### config.mk
export PLATFORM = sky130hd
export DESIGN_NAME = serial_ins_fetch
export DESIGN_NICKNAME = d
export VERILOG_FILES = /design/src/rtl/serial_ins_fetch.sv
export SDC_FILE = /design/constraint.sdc
export NUM_CORES = 1
export LEC_CHECK = 0
export BUFFER_PORTS_ARGS = -buffer_cell sky130_fd_sc_hd__buf_2
export CORE_ASPECT_RATIO = 1.4
export CORE_MARGIN = 2
export CORE_UTILIZATION = 56
export CTS_BUF_LIST = sky130_fd_sc_hd__clkbuf_16
export CTS_CLUSTER_SIZE = 28
export DETAILED_ROUTE_END_ITERATION = 8
export PLACE_DENSITY = 0.86
export SLEW_MARGIN = 25
export SYNTH_ARGS = -nofsm -noshare
export SYNTH_HDL_FRONTEND = slang
export SYNTH_SLANG_ARGS = --single-unit
### constraint.sdc
create_clock -name clk -period 3.7 [get_ports clk]
set_input_delay 0.555 -clock clk [delete_from_list [all_inputs] [get_ports clk]]
set_output_delay 0.555 -clock clk [all_outputs]
set_load 0.02 [all_outputs]
### src/rtl/serial_ins_fetch.sv
// Fetch stage: owns pc, reads program memory and serialises each 32-bit word LSB first.
// Optional INS_RTYPE_CHECK_EN drops non R-type words and pulses ins_illegal instead.
module serial_ins_fetch #(
    parameter int              XLEN     = 32,
    parameter int unsigned     PC_STEP  = 4,
    parameter logic [XLEN-1:0] RESET_PC = '0
) (
    input  logic            clk,
    input  logic            reset,
    input  logic            run,
    output logic [XLEN-1:0] mem_addr,
    output logic            mem_req,
    input  logic [31:0]     mem_rdata,
    input  logic            mem_valid,
    output logic            ins_bit,
    output logic            ins_valid,
    input  logic            ins_ready,
    output logic            ins_first,
    output logic            ins_last,
    output logic [XLEN-1:0] pc,
    output logic [2:0]      dbg_state
`ifdef INS_RTYPE_CHECK_EN
    ,
    output logic            ins_illegal
`endif
);

    typedef enum logic [2:0] {
        IDLE  = 3'd0,
        REQ   = 3'd1,
        WAIT  = 3'd2,
        SHIFT = 3'd3,
        NEXT  = 3'd4
    } state_t;

    state_t      state;
    logic [31:0] shift_reg;
    logic [4:0]  bit_cnt;
    logic        word_ok;

    assign mem_addr  = pc;
    assign dbg_state = state;
    // shift_reg only changes on load or handshake, so this bit is a register output.
    assign ins_bit   = shift_reg[0];

`ifdef INS_RTYPE_CHECK_EN
    assign word_ok = (mem_rdata[6:0] == 7'b0110011);
`else
    assign word_ok = 1'b1;
`endif

    // Serial handshake: a bit transfers on a rising edge where ins_valid && ins_ready;
    // ins_valid never drops and ins_bit/ins_first/ins_last never change without a transfer.
    always_ff @(posedge clk) begin
        if (reset) begin
            state     <= IDLE;
            pc        <= RESET_PC;
            mem_req   <= 1'b0;
            ins_valid <= 1'b0;
            ins_first <= 1'b0;
            ins_last  <= 1'b0;
            shift_reg <= '0;
            bit_cnt   <= '0;
`ifdef INS_RTYPE_CHECK_EN
            ins_illegal <= 1'b0;
`endif
        end else begin
`ifdef INS_RTYPE_CHECK_EN
            ins_illegal <= 1'b0;
`endif
            case (state)
                IDLE: begin
                    if (run) begin
                        state   <= REQ;
                        mem_req <= 1'b1;
                    end
                end
                REQ: begin
                    mem_req <= 1'b0;
                    state   <= WAIT;
                end
                WAIT: begin
                    if (mem_valid) begin
                        if (word_ok) begin
                            shift_reg <= mem_rdata;
                            bit_cnt   <= '0;
                            ins_valid <= 1'b1;
                            ins_first <= 1'b1;
                            ins_last  <= 1'b0;
                            state     <= SHIFT;
                        end else begin
`ifdef INS_RTYPE_CHECK_EN
                            ins_illegal <= 1'b1;
`endif
                            state <= NEXT;
                        end
                    end
                end
                SHIFT: begin
                    if (ins_ready) begin
                        shift_reg <= {1'b0, shift_reg[31:1]};
                        ins_first <= 1'b0;
                        if (bit_cnt == 5'd31) begin
                            ins_valid <= 1'b0;
                            ins_last  <= 1'b0;
                            state     <= NEXT;
                        end else begin
                            bit_cnt  <= bit_cnt + 5'd1;
                            ins_last <= (bit_cnt == 5'd30);
                        end
                    end
                end
                NEXT: begin
                    pc <= pc + XLEN'(PC_STEP);
                    if (run) begin
                        state   <= REQ;
                        mem_req <= 1'b1;
                    end else begin
                        state <= IDLE;
                    end
                end
                default: state <= IDLE;
            endcase
        end
    end

endmodule

==> impl_metrics.ini <==
[run_status]
status = completed

[global_routing]
overflow = 0
gr-usage-all-layers_pct = 21.8
antenna_found_initial = 0
grt_max_degree = 61
grt_pass1_vias = 3040
grt_pass1_wl_um = 13000

[drt]
wl_um = 7640
ant_nets = 0
wl_per_cell_um = 13.7
drc = 0
dr.pass1.iters = 4
drt_iter0_drc = 180
viasPerCell = 5.70
via_count = 3188

[cts]
cts_setup_buffers = 0
cts_made_buffers = 9
ctsLongestPathBuffers = 2
clock_latency_ps = 320
cts_hold_buf = 0
tritoncts = done
cts_resized = 0
htreeDepth = 3
cts_root_buffer = clkbuf_16
cts_sinks = 74
clk_pin_slew_ps = 60

[final_layout]
drive_above_1_share_pct = 27.8
diodes = 0
largest_reg_flops = 32
fillerInstances = 531
regArea_um2 = 1480
multi_input_area_um2 = 1830
area_delta_synth_final_pct = 17.2
fin_nets = 521

[synthesis]
synth_ff_type = dfxtp_1
postSynthCellCount = 418
synth-seq-cells = 74
ys_seq_area_share_pct = 40.2
yosys_warnings = 0
synth_common_cells = dfxtp_1, nor2_1, buf_4, a211oi_1, mux2i_1
synth.avg_cell_area_um2 = 8.82
async_reset_ff_share_pct = 0
yosysTopAreaCellShare_pct = 40.2
synth_edf_count = 0
synth_cell_types = 40
yosysMostFrequentCell = dfxtp_1
synth_area_um2 = 3680
synthTopCellsByArea = dfxtp_1, mux2i_1, buf_4, a211oi_1, nor2_1
synth_top_area_cell = dfxtp_1

[sta]
finalCritPeriodShare_pct = 61.0
worst_pin_slew_ps = 611
slew_viol_final = 0
clock_skew_ps = 6.76
whs_ps = 467
hold_viol_final = 0
rsz0062_at_grt = false
fin_tns_setup_ps = 0
fmax_ghz = 0.443
finalSetupViolCount = 0
final.min_clock_period_ps = 2260
slew_headroom_pct = 59.2

[floorplan]
initial_core_util_pct = 56.9
std_cell_rows = 35
io_pins = 109
die_h_um = 100
dieArea_um2 = 7250
coreArea_um2 = 6480
die_w_um = 72.6

[power_and_ir_drop]
internal_power_w = 0.00148
peakVddDrop_v = 0.000328
total_leakage_power_nw = 1.99
seqPwrFrac_pct = 44.4
switching_share_pct = 22.5
p_sw_w = 0.000429
power_density_nw_per_um2 = 442
p_clk_share_pct = 47.9
combPwrFrac_pct = 7.7

[setup_path]
cp-end-kind = register
critPathLaunchType = register
worstPathArrival_ps = 2460
path_max_fanout = 14
path_class = register to register
cp.required_ps = 3900

[job]
maxCapViolCount = 0

[placement]
gp_congestion = 0.844
numPortBuffers = 104
dp_hpwl_um = 5150

[min_path]
hold_path_class = register to register
power groups by stage:
stage                     clock network, W  registers [W]  logic [W]
after floorplan                          0       0.000862   0.000104
after global placement                   0       0.000863   0.000137
after detailed placement                 0       0.000865   0.000148
after CTS                         0.000930       0.000848   0.000148
after global routing              0.000971       0.000852   0.000166
final                             0.000913       0.000847   0.000147
layout make-up:
class	instances	area share [%]
repair buffers	107	13.1
flip-flops and latches	74	34.3
multi-input cells	280	42.4
clock buffers	9	5.21
clock inverters	7	2.17
inverters	8	0.695
well taps	74	2.14
path summary, 6_finish.rpt:
path,start,to,slack (ps),cells past startpoint
worst min-delay path,ins_last,ins_last,470,2
worst max register to register,mem_addr[2],mem_addr[28],1440,5
worst max-delay path,mem_addr[2],mem_addr[28],1440,5
worst min register to register,ins_last,ins_last,470,2
cell families after synthesis:
group           after synthesis  synth area share (%)
buf+inv                      67                  10.6
fa+ha+maj                     4                  1.36
xor+xnor                     11                  2.61
compound gates               68                  12.2
simple gates                152                  21.5
flops                        74                  40.2
mux                          41                  11.4
other cells                   1                 0.102
layer usage:
layer  vias to the layer above  share of wire [%]  track usage (%)
met2                        99                 52             37.8
li1                       1582                  -                -
met4                         0                1.1             8.83
met5                         -                  0                0
met3                         8                5.0             5.42
met1                      1499                 42             25.4
worst max-delay path, stage by stage, from the launching register on:
cell and delay [ps]:
dfxtp_1 430, ha_1 180, and4bb_2 320, nand3_1 370
nor4_1 440, mux2_2 380
cell usage in the layout (no fill, tap or decap), types with 11 or more instances in the layout:
cell type and count:
nand2_1 13, buf_2 103, nand4_1 11, dfxtp_1 74, mux2i_1 32, a21oi_1 20, nor2_1 62, a211oi_1 32
nor4_1 11
metrics by stage:
stage	utilization (%)	area [um^2]	cells	total power, W	setup WS, ps
2_1_floorplan	-	3700	421	0.000966	1560
3_3_place_gp	61.3	3970	542	0.00100	1550
3_5_place_dp	61.7	4000	543	0.00101	1470
4_1_cts	66.6	4320	559	0.00193	1450
5_1_grt	66.7	4320	559	0.00199	1220
6_report	66.7	4320	559	0.00191	1440
Note: power is estimated with default switching activity, not from simulation.
